`src/rtl/float_ratio_div.sv`:
```
// Iterative float32 divider forming Q/I for the arctan LUT stage.
// Radix-2 restoring mantissa division; specials and out-of-range quotients saturate.
module float_ratio_div #(
    parameter logic [30:0] SAT_VALUE = 31'h7F7FFFFF
) (
    input  logic        clk,
    input  logic        rst,
    input  logic        in_valid,
    output logic        in_ready,
    input  logic [31:0] num_q,
    input  logic [31:0] num_i,
    output logic        out_valid,
    output logic [31:0] num_ratio,
    output logic        out_special
);

    typedef enum logic [2:0] {
        StIdle,
        StUnpack,
        StDivide,
        StNorm,
        StDone
    } state_e;

    state_e      state_q;
    logic [31:0] opq_q;
    logic [31:0] opi_q;
    logic [24:0] rem_q;
    logic [24:0] qt_q;
    logic [4:0]  cnt_q;

    logic        sign;
    logic [7:0]  eq;
    logic [7:0]  ei;
    logic [23:0] mq;
    logic [23:0] mi;
    logic        sat_in;
    logic        zero_in;

    logic        qbit;
    logic [24:0] rem_sub;
    logic [24:0] rem_next;

    logic signed [9:0] exp_norm;
    logic [22:0]       mant_norm;
    logic [31:0]       norm_ratio;
    logic              norm_special;

    assign in_ready = (state_q == StIdle) & ~rst;

    // Operand fields, decoded from the registered pair.
    always_comb begin
        sign    = opq_q[31] ^ opi_q[31];
        eq      = opq_q[30:23];
        ei      = opi_q[30:23];
        mq      = {1'b1, opq_q[22:0]};
        mi      = {1'b1, opi_q[22:0]};
        sat_in  = (eq == 8'hFF) | (ei == 8'hFF) | (ei == 8'h00);
        zero_in = (eq == 8'h00);
    end

    // One restoring step; the remainder always stays below 2*mi so 25 bits suffice.
    always_comb begin
        qbit     = (rem_q >= {1'b0, mi});
        rem_sub  = qbit ? (rem_q - {1'b0, mi}) : rem_q;
        rem_next = rem_sub << 1;
    end

    always_comb begin
        exp_norm  = $signed({2'b00, eq}) - $signed({2'b00, ei})
                  + (qt_q[24] ? 10'sd127 : 10'sd126);
        mant_norm = qt_q[24] ? qt_q[23:1] : qt_q[22:0];
        if (exp_norm > 10'sd254) begin
            norm_ratio   = {sign, SAT_VALUE};
            norm_special = 1'b1;
        end else if (exp_norm < 10'sd1) begin
            norm_ratio   = 32'h0000_0000;
            norm_special = 1'b0;
        end else begin
            norm_ratio   = {sign, exp_norm[7:0], mant_norm};
            norm_special = 1'b0;
        end
    end

    always_ff @(posedge clk or posedge rst) begin
        if (rst) begin
            state_q     <= StIdle;
            opq_q       <= 32'h0;
            opi_q       <= 32'h0;
            rem_q       <= 25'h0;
            qt_q        <= 25'h0;
            cnt_q       <= 5'd0;
            num_ratio   <= 32'h0;
            out_special <= 1'b0;
            out_valid   <= 1'b0;
        end else begin
            out_valid <= 1'b0;
            case (state_q)
                StIdle: begin
                    if (in_valid) begin
                        opq_q   <= num_q;
                        opi_q   <= num_i;
                        state_q <= StUnpack;
                    end
                end
                StUnpack: begin
                    if (sat_in) begin
                        num_ratio   <= {sign, SAT_VALUE};
                        out_special <= 1'b1;
                        out_valid   <= 1'b1;
                        state_q     <= StDone;
                    end else if (zero_in) begin
                        num_ratio   <= 32'h0;
                        out_special <= 1'b0;
                        out_valid   <= 1'b1;
                        state_q     <= StDone;
                    end else begin
                        rem_q   <= {1'b0, mq};
                        qt_q    <= 25'h0;
                        cnt_q   <= 5'd24;
                        state_q <= StDivide;
                    end
                end
                StDivide: begin
                    rem_q <= rem_next;
                    qt_q  <= {qt_q[23:0], qbit};
                    cnt_q <= cnt_q - 5'd1;
                    if (cnt_q == 5'd0) begin
                        state_q <= StNorm;
                    end
                end
                StNorm: begin
                    num_ratio   <= norm_ratio;
                    out_special <= norm_special;
                    out_valid   <= 1'b1;
                    state_q     <= StDone;
                end
                StDone: begin
                    state_q <= StIdle;
                end
                default: begin
                    state_q <= StIdle;
                end
            endcase
        end
    end

endmodule

```
`config.mk`:
```
export PLATFORM = sky130hd
export DESIGN_NAME = float_ratio_div
export DESIGN_NICKNAME = d
export VERILOG_FILES = /design/src/rtl/float_ratio_div.sv
export SDC_FILE = /design/constraint.sdc
export NUM_CORES = 1
export LEC_CHECK = 0
export BUFFER_PORTS_ARGS = -buffer_cell sky130_fd_sc_hd__buf_2
export CORE_ASPECT_RATIO = 0.6
export CORE_MARGIN = 8
export CORE_UTILIZATION = 45
export DETAILED_ROUTE_END_ITERATION = 10
export GPL_TIMING_DRIVEN = 0
export PLACE_DENSITY = 0.68
export SLEW_MARGIN = 0
export SYNTH_ARGS = -nofsm -noshare
export SYNTH_HDL_FRONTEND = slang
export SYNTH_SLANG_ARGS = --single-unit
```
`constraint.sdc`:
```
create_clock -name clk -period 7.4 [get_ports clk]
set_input_delay 0.74 -clock clk [delete_from_list [all_inputs] [get_ports clk]]
set_output_delay 0.74 -clock clk [all_outputs]
set_load 0.01 [all_outputs]
```
Word-level counts from Yosys, hierarchy flattened --
Cells that the tools add are included.
Word-level totals: bits in registers 156, input bits 67
Cells by class: add/sub/neg operators 4, magnitude comparators 3, equality and inequality tests 10, multiplexer cells 29, bitwise operators 5, reduce and logical (&&, ||, !) cells 10
Operator list (number):
- two-way mux 32 bit | 4
- two-way mux 25 bit | 4
- one-hot mux 25 bit (2 select lines) | 2
- one-hot mux 32 bit (2 select lines) | 1
- greater-or-equal comparator 25 x 24 -> 1 bit | 1
- two-way mux 24 bit | 1
- subtractor 24 bit | 1
- two-way mux 23 bit | 1
- equality test 8 bit, second input constant | 2
- zero test 8 bit | 2
- two-way mux 3 bit | 4
- one-hot mux 3 bit (4 select lines) | 1
- adder 9 x 8 -> 10 bit | 1
- greater-than comparator 10 x 9 -> 1 bit, second input constant | 1
- less-than comparator 10 x 2 -> 1 bit, second input constant | 1
- two-way mux 5 bit | 2
- one-hot mux 5 bit (2 select lines) | 1
- subtractor 8 x 8 -> 9 bit | 1
- inequality test 2 bit, second input constant | 4
- equality test 3 x 2 -> 1 bit, second input constant | 2
- two-way mux 1 bit | 6
- AND reduction 2 bit | 3
- zero test 5 bit | 1
- subtractor 5 x 1 -> 5 bit, second input constant | 1
- other kinds (10) | 13

Logic depth before layout (Yosys ltp) --
Gate-level depths: netlist of the first run.
word-level depth 6, mapped depth 14, gate-level depth less buffers 13

Least setup slack after synthesis of the first run --
Ideal clock, no wire load.
kind reg2reg, from reg opq_q[23], to reg num_ratio[0], library setup time 0.131 ns, data arrival time 2.933 ns, required time 7.269 ns, setup slack 4.336 ns, cell stages (with the launch flop) 15, path buffers 1, path through dfrtp_1 -> inv_1 -> ha_1 -> inv_1 -> fa_1 -> inv_1 -> ha_1 -> inv_1 -> or3_1 -> maj3_1 -> mux2i_1 -> a31o_2 -> nand2b_1 -> buf_2 -> o211ai_2
Between the ends: cells in the longest elaborated chain, start to end 6
Ends and longest elaborated chain:
- start: declaration | RTL line 26 | logic [31:0] opq_q;
- start signal: assignment | RTL line 101 | opq_q <= num_q;
- subtractor 8 x 8 -> 9 bit | RTL line 70 | exp_norm = $signed({2'b00, eq}) - $signed({2'b00, ei})
- adder 9 x 8 -> 10 bit | RTL line 71 | + (qt_q[24] ? 10'sd127 : 10'sd126);
- less-than comparator 10 x 2 -> 1 bit | RTL line 76 | end else if (exp_norm < 10'sd1) begin
- two-way mux 32 bit | RTL line 76
- two-way mux 32 bit | RTL line 73 | if (exp_norm > 10'sd254) begin
- one-hot mux 32 bit (2 select lines) | RTL line 98 | case (state_q)
- end signal: assignment | RTL line 108 | num_ratio <= {sign, SAT_VALUE};
- end signal: assignment | RTL line 133 | num_ratio <= norm_ratio;
- end: declaration | RTL line 13 | output logic [31:0] num_ratio,
Several ways; a longest one is shown, not always the timed one. A chain may end at the register's enable or synchronous reset.

Worst setup path after layout of the first run --
from reg opq_q[23], to reg num_ratio[11]
The elaborated chain is that of the path after synthesis.

==> metrics, run 1 <==
final setup violation count=0; Final Hold Vio Count=0; area share of the largest cell type after synthesis=0.442; DR iter-0 viols=586; number of port buffers=101; Final ANT Viol Nets=0; Post-Syn Area=8830 um^2; Max Freq=286 MHz; RSZ-0062 raised after global routing=false; Mapped Cells=899; Final Cycle Share=0.472; Die Width=197 um; Core ar.=19,100 um^2; R2R setup slack=3900 ps; layout cell share with drive strength beyond 1=0.233; PD cells=580 nW/um^2; vias=7,109; cts hold-fix bufs=0; Fill cells=1,774; Slew Limit Fails=0; drt drc=0; post-synth net total=1,003; Synth Warn #=0; cell chosen for the clock root=clkbuf_16; maximum clock path buffer count=2; Setup CP Type=reg -> reg; minimum clock period=3500 ps; top cells by count, synth=dfrtp_1 (156), nand2_1 (150), o21ai_0 (55); flops & latches, synth=156; Async SR Flop Fraction=1.00; crit end category=register; Total Wirelength=23,400 um; maxcap violations=0; vias in the first global route=7,009; Num CTS Buffers=17; Layout area overhead=16.7%; initial antenna violation count=0; CTS Sinks=156; sequential fraction of the synthesis area=0.442; ordered cell list for the critical path=inv_1, ha_1, inv_1, fa_1, inv_1, ha_1, inv_1, or3_1, maj3_1, mux2i_1, a31o_2, nand2b_1, buf_2, o211ai_2; Least-Margin Pin Slew=929 ps; global-route wire length before repair=38,800 um; final setup TNS=0 ps; status=finished, final reports clean; largest fanout on the critical path=10; GRT Util Overall=0.197; I/O pins=102; post-synthesis cell type count=69; Crit path max-delay family=adder cells; Setup Skew=17.0 ps; vias per cell=5.47; largest area contributor in the netlist=dfrtp_1; Initial Util=0.462; Avg Inst Size Synth=9.83 um^2; Synth Flop Type=dfrtp_1; crit path DAT=3810 ps; Post-CTS Resized=0; dominant cells by area after synthesis=dfrtp_1 (44%), mux2_2 (6.6%), nand2_1 (6.4%), ha_1 (5.0%), mux2i_1 (4.9%); worst path bufs/invs=5; Row Count=39; clk slew on worst S/H paths=80 ps; Wirelength per Cell=18.0 um; GRT overflow=0; placer congestion estimate=0.933; EDFF count, synth=0; count leader, synth=dfrtp_1; Worst VDD drop=0.234 mV; final layout net count=1,124; clock latency on the worst-skew pair=440 ps; DIE AREA=24,500 um^2; largest net degree at the start of global routing=86; CTS tree=built; DRT Pass-1 Iters=5; n_diodes=0; CP dominant cell by count=inv_1; Critical-path top delay cell=fa_1; die span in y=125 um; Max-slew headroom=0.372; final core occ=0.539; startpoint types=register; Detail Placement HPWL=17,300 um; WP data required=7710 ps; Post CTS Setup Buffer Count=0; Min-Delay Path Class=in -> async; CP max stage delay=500 ps; Pleak=0.00480 uW; CTS H-tree depth=4
-- cell usage in the layout, fill, tap and decap left out, types with 7 or more instances in the layout --
cell	netlist	final
dfrtp_1	156	156
nand2_1	150	150
buf_2	7	108
o21ai_0	55	55
mux2_2	52	52
inv_1	47	46
mux2i_1	43	43
a21oi_1	38	38
nand3_1	37	37
ha_1	35	35
nor2_1	31	31
o211ai_2	29	29
clkbuf_1	28	28
xnor2_1	18	18
clkbuf_16	0	17
a21o_1	15	15
nor3_1	11	11
xor2_1	10	10
nor2b_1	9	9
or3_1	9	9
nor4_1	9	9
nand4_1	9	9
o21a_1	8	8
buf_1	7	7
-- final timing paths --
| path | start | to | cells past startpoint |
|---|---|---|---|
| max | opq_q[23] | num_ratio[11] | 14 |
| min | rst | num_ratio[23] | 2 |
| max reg2reg | opq_q[23] | num_ratio[11] | 14 |
| min reg2reg | num_ratio[23] | num_ratio[23] | 2 |
| max in group asynchronous | rst | rem_q[9] | 3 |
| min in group clk | num_ratio[23] | num_ratio[23] | 2 |
-- cells by family (layout without fill, tap and decap cells) --
| logic type | count (synthesis) | after routing | synth area share |
|---|---|---|---|
| AOI/OAI and AO/OA | 193 | 193 | 0.161 |
| xor gates and xnor gates | 28 | 28 | 0.0278 |
| adders and majority gates | 38 | 38 | 0.0552 |
| buffers and inverters | 94 | 228 | 0.0443 |
| DFF | 156 | 156 | 0.442 |
| muxes | 95 | 95 | 0.115 |
| and+or+nand+nor | 295 | 295 | 0.155 |
-- registers in the layout (all words and copies together), names as in the netlist --
| signal | count |
|---|---|
| state_q | 3 |
| out_valid | 1 |
| opq_q | 32 |
| out_special | 1 |
| rem_q | 25 |
| num_ratio | 32 |
| qt_q | 25 |
| opi_q | 32 |
| cnt_q | 5 |
-- routing by layer --
| layer | GRT usage | part of all wire |
|---|---|---|
| met1 | 0.319 | 0.54 |
| met5 | 0 | 0 |
| met3 | 0.0540 | 0.072 |
| met4 | 0.0524 | 0.014 |
| met2 | 0.245 | 0.37 |
-- power by group --
group / switching (uW) / leakage [uW] / internal (uW) / total [uW]
Clock: 442 / 0.000290 / 456 / 898
Combinational: 2090 / 0.00259 / 1480 / 3580
Sequential: 262 / 0.00192 / 1240 / 1500
Total: 2800 / 0.00480 / 3180 / 5980
-- cell type report --
| class | count | area (um^2) | share of cell area |
|---|---|---|---|
| Buffer | 47 | 215 | 0.0209 |
| Timing Repair Buffer | 102 | 533 | 0.0517 |
| Clock inverter | 15 | 178 | 0.0172 |
| Inverter | 47 | 184 | 0.0178 |
| Multi-Input combinational cell | 649 | 4540 | 0.440 |
| Sequential cell | 156 | 3900 | 0.379 |
| Clock buffer | 17 | 425 | 0.0413 |
| Tap cell | 266 | 333 | 0.0323 |
-- per-stage QoR --
stage / std cells / area, um^2 / hold slack [ps] / power [uW] / setup WS [ps]
after floorplan: 899 / 8830 / 460 / 4140 / 2450
after global routing: 1299 / 10300 / 405 / 6480 / 3670
after CTS: 1299 / 10300 / 394 / 5950 / 3920
after global placement: 1266 / 9670 / 463 / 4950 / 470
final: 1299 / 10300 / 374 / 5980 / 3900
after detailed placement: 1267 / 9710 / 464 / 5010 / 3950
(Power assumes the default switching activity.)
==> run 2, diff against run 1 <==
PLACE_DENSITY = 0.71   (was 0.68)
clock period = 3.2 ns   (was 7.4 ns; I/O delays follow)
==> run 2 against run 1 <==
Clock skew fell by 6.6 ps. First-iteration DRC count up 13%. Count of clock-buffer cells in the layout is 4 higher. Cell area grew 3.9%. Worst hold slack worse by 290 ps.
==> metrics, run 2 (synthesis results as in run 1) <==
CTS H-tree depth=4 (unchanged); crit path DAT=3490 ps (was 3810 ps); Place WS=-262 ps (was 3950 ps); Die Width=197 um (unchanged); GRT overflow=0 (unchanged); Min-Delay Path Class=in -> reg (was in -> async); cell chosen for the clock root=clkbuf_16 (unchanged); crit end category=register (unchanged); final setup margin=24.2 ps (was 3900 ps); Final Hold Vio Count=0 (unchanged); die span in y=125 um (unchanged); clock latency on the worst-skew pair=430 ps (was 440 ps); Pleak=0.00498 uW (was 0.00480 uW); Critical-path top delay cell=fa_2 (was fa_1); Final ANT Viol Nets=0 (unchanged); largest fanout on the critical path=6 (was 10); layout cell share with drive strength beyond 1=0.270 (was 0.233); Reg2Reg Launch Point=opq_q[23] (unchanged); Max-slew headroom=0.315 (was 0.372); CP dominant cell by count=inv_2 (was inv_1); vias in the first global route=7,041 (was 7,009); Slew Limit Fails=0 (unchanged); Num CTS Buffers=17 (unchanged); drt drc=0 (unchanged); status=finished, final reports clean (unchanged); Least-Margin Pin Slew=1010 ps (was 929 ps); most common cell after layout, fill and taps aside=dfrtp_1 (unchanged); minimum clock period=3180 ps (was 3500 ps); CTS Sinks=156 (unchanged); number of port buffers=101 (unchanged); Worst VDD drop=0.544 mV (was 0.234 mV); Total Wirelength=24,200 um (was 23,400 um); Hold Path Depth=3; Crit path max-delay family=adder cells (unchanged); ordered cell list for the critical path=inv_2, ha_4, inv_2, fa_2, inv_2, ha_4, inv_4, or3_1, maj3_2, mux2i_1, a31o_2, nand2b_4, clkbuf_16, o211ai_2 (was inv_1, ha_1, inv_1, fa_1, inv_1, ha_1, inv_1, or3_1, maj3_1, mux2i_1, a31o_2, nand2b_1, buf_2, o211ai_2); Setup CP Type=reg -> reg (unchanged); maximum clock path buffer count=2 (unchanged); worst r2r dst=num_ratio[9] (was num_ratio[11]); maxcap violations=0 (unchanged); Endpoint, Worst Hold=opi_q[12]; worst hold start=num_i[12]; final layout net count=1,145 (was 1,124); DIE AREA=24,500 um^2 (unchanged); Setup Skew=10.5 ps (was 17.0 ps); initial antenna violation count=0 (unchanged); placer congestion estimate=0.909 (was 0.933); worst path bufs/invs=5 (unchanged); R2R setup slack=20 ps (was 3900 ps); global-route wire length before repair=38,600 um (was 38,800 um); n_diodes=0 (unchanged); WP data required=3510 ps (was 7710 ps); Final Cycle Share=0.992 (was 0.472); CTS tree=built (unchanged); clk slew on worst S/H paths=70 ps (was 80 ps); startpoint types=register (unchanged); DRT Pass-1 Iters=4 (was 5); Row Count=39 (unchanged); final setup TNS=0 ps (unchanged); Worst R2R Path Depth=14 (unchanged); Wirelength per Cell=18.3 um (was 18.0 um); Core ar.=19,100 um^2 (unchanged); DR iter-0 viols=660 (was 586); Initial Util=0.462 (unchanged); largest net degree at the start of global routing=40 (was 86); GRT Util Overall=0.196 (was 0.197); Layout area overhead=21.3% (was 16.7%); Max Freq=315 MHz (was 286 MHz); vias per cell=5.51 (was 5.47); vias=7,278 (was 7,109); Detail Placement HPWL=17,800 um (was 17,300 um); top flop regs=num_ratio: 32 flops, opi_q: 32 flops, opq_q: 32 flops (unchanged); commonest non-fill, non-tap cells in the layout=dfrtp_1 (156), nand2_1 (150), buf_2 (105) (was dfrtp_1 (156), nand2_1 (150), buf_2 (108)); RSZ-0062 raised after global routing=true (was false); I/O pins=102 (unchanged); PD cells=1370 nW/um^2 (was 580 nW/um^2); CP max stage delay=550 ps (was 500 ps); Fill cells=1,733 (was 1,774); final setup violation count=0 (unchanged)
==> run 2: tightest hold or removal path, delay by kind of cell <==
kind                   cells  cell delay (ps)
AOI/OAI and AO/OA          1               60
buffers and inverters      1               70
and+or+nand+nor            1               40
==> run 2: per-stage QoR <==
stage	utilization	power [uW]	std cells	hold WS, ps	instance area [um^2]
floorplan	-	9570	899	437	8840
global placement	0.506	11400	1266	461	9680
detailed placement	0.510	11600	1270	450	9760
CTS	0.546	13900	1303	75.2	10400
global route	0.560	15800	1320	91.0	10700
finish	0.560	14700	1320	89.4	10700
==> run 2: final cells by class <==
class                      count  area, um^2  share of cell area
buffer                        47         264              0.0246
clock inverter                11         124              0.0116
clock buffer                  21         470              0.0439
multi-input combinational    649        4670               0.435
tap                          266         333              0.0311
inverter                      47         183              0.0170
timing repair buffer         123         773              0.0722
sequential                   156        3900               0.364
==> run 2: what timing repair did <==
item | 4_1_cts | 5_1_grt
resized for setup | 17 | 28
hold endpoints to repair | 24 | 0
gates cloned | 0 | 4
setup endpoints to repair | 51 | 71
hold buffers | 1 | 0
setup buffers | 0 | 13
pin swaps | 0 | 40
==> run 2: worst max path at each step <==
stage	startpoint	endpoint	slack, ps	cells past startpoint
global route	opi_q[24]	num_ratio[6]	-110	12
floorplan	opq_q[23]	num_ratio[0]	140	14
CTS	opq_q[23]	num_ratio[22]	-20	14
finish	opq_q[23]	num_ratio[9]	20	14
detailed placement	opq_q[23]	num_ratio[30]	-260	14
global placement	opq_q[23]	num_ratio[9]	-210	14
==> run 2: where the power goes <==
group | total, uW | switching (uW) | internal [uW]
clock network | 2060 | 896 | 1160
logic | 9150 | 5170 | 3980
registers | 3490 | 621 | 2870
total | 14700 | 6680 | 8010
==> run 2: routing by layer <==
layer  wire length [um]  share of wire  GRT usage  up-vias
met2               9410           0.39      0.258      224
met1              13000           0.54      0.309     3547
met5                  0              0          0        -
met3               1530          0.063     0.0464       21
met4                265          0.011     0.0494        0
li1                   -              -          -     3486
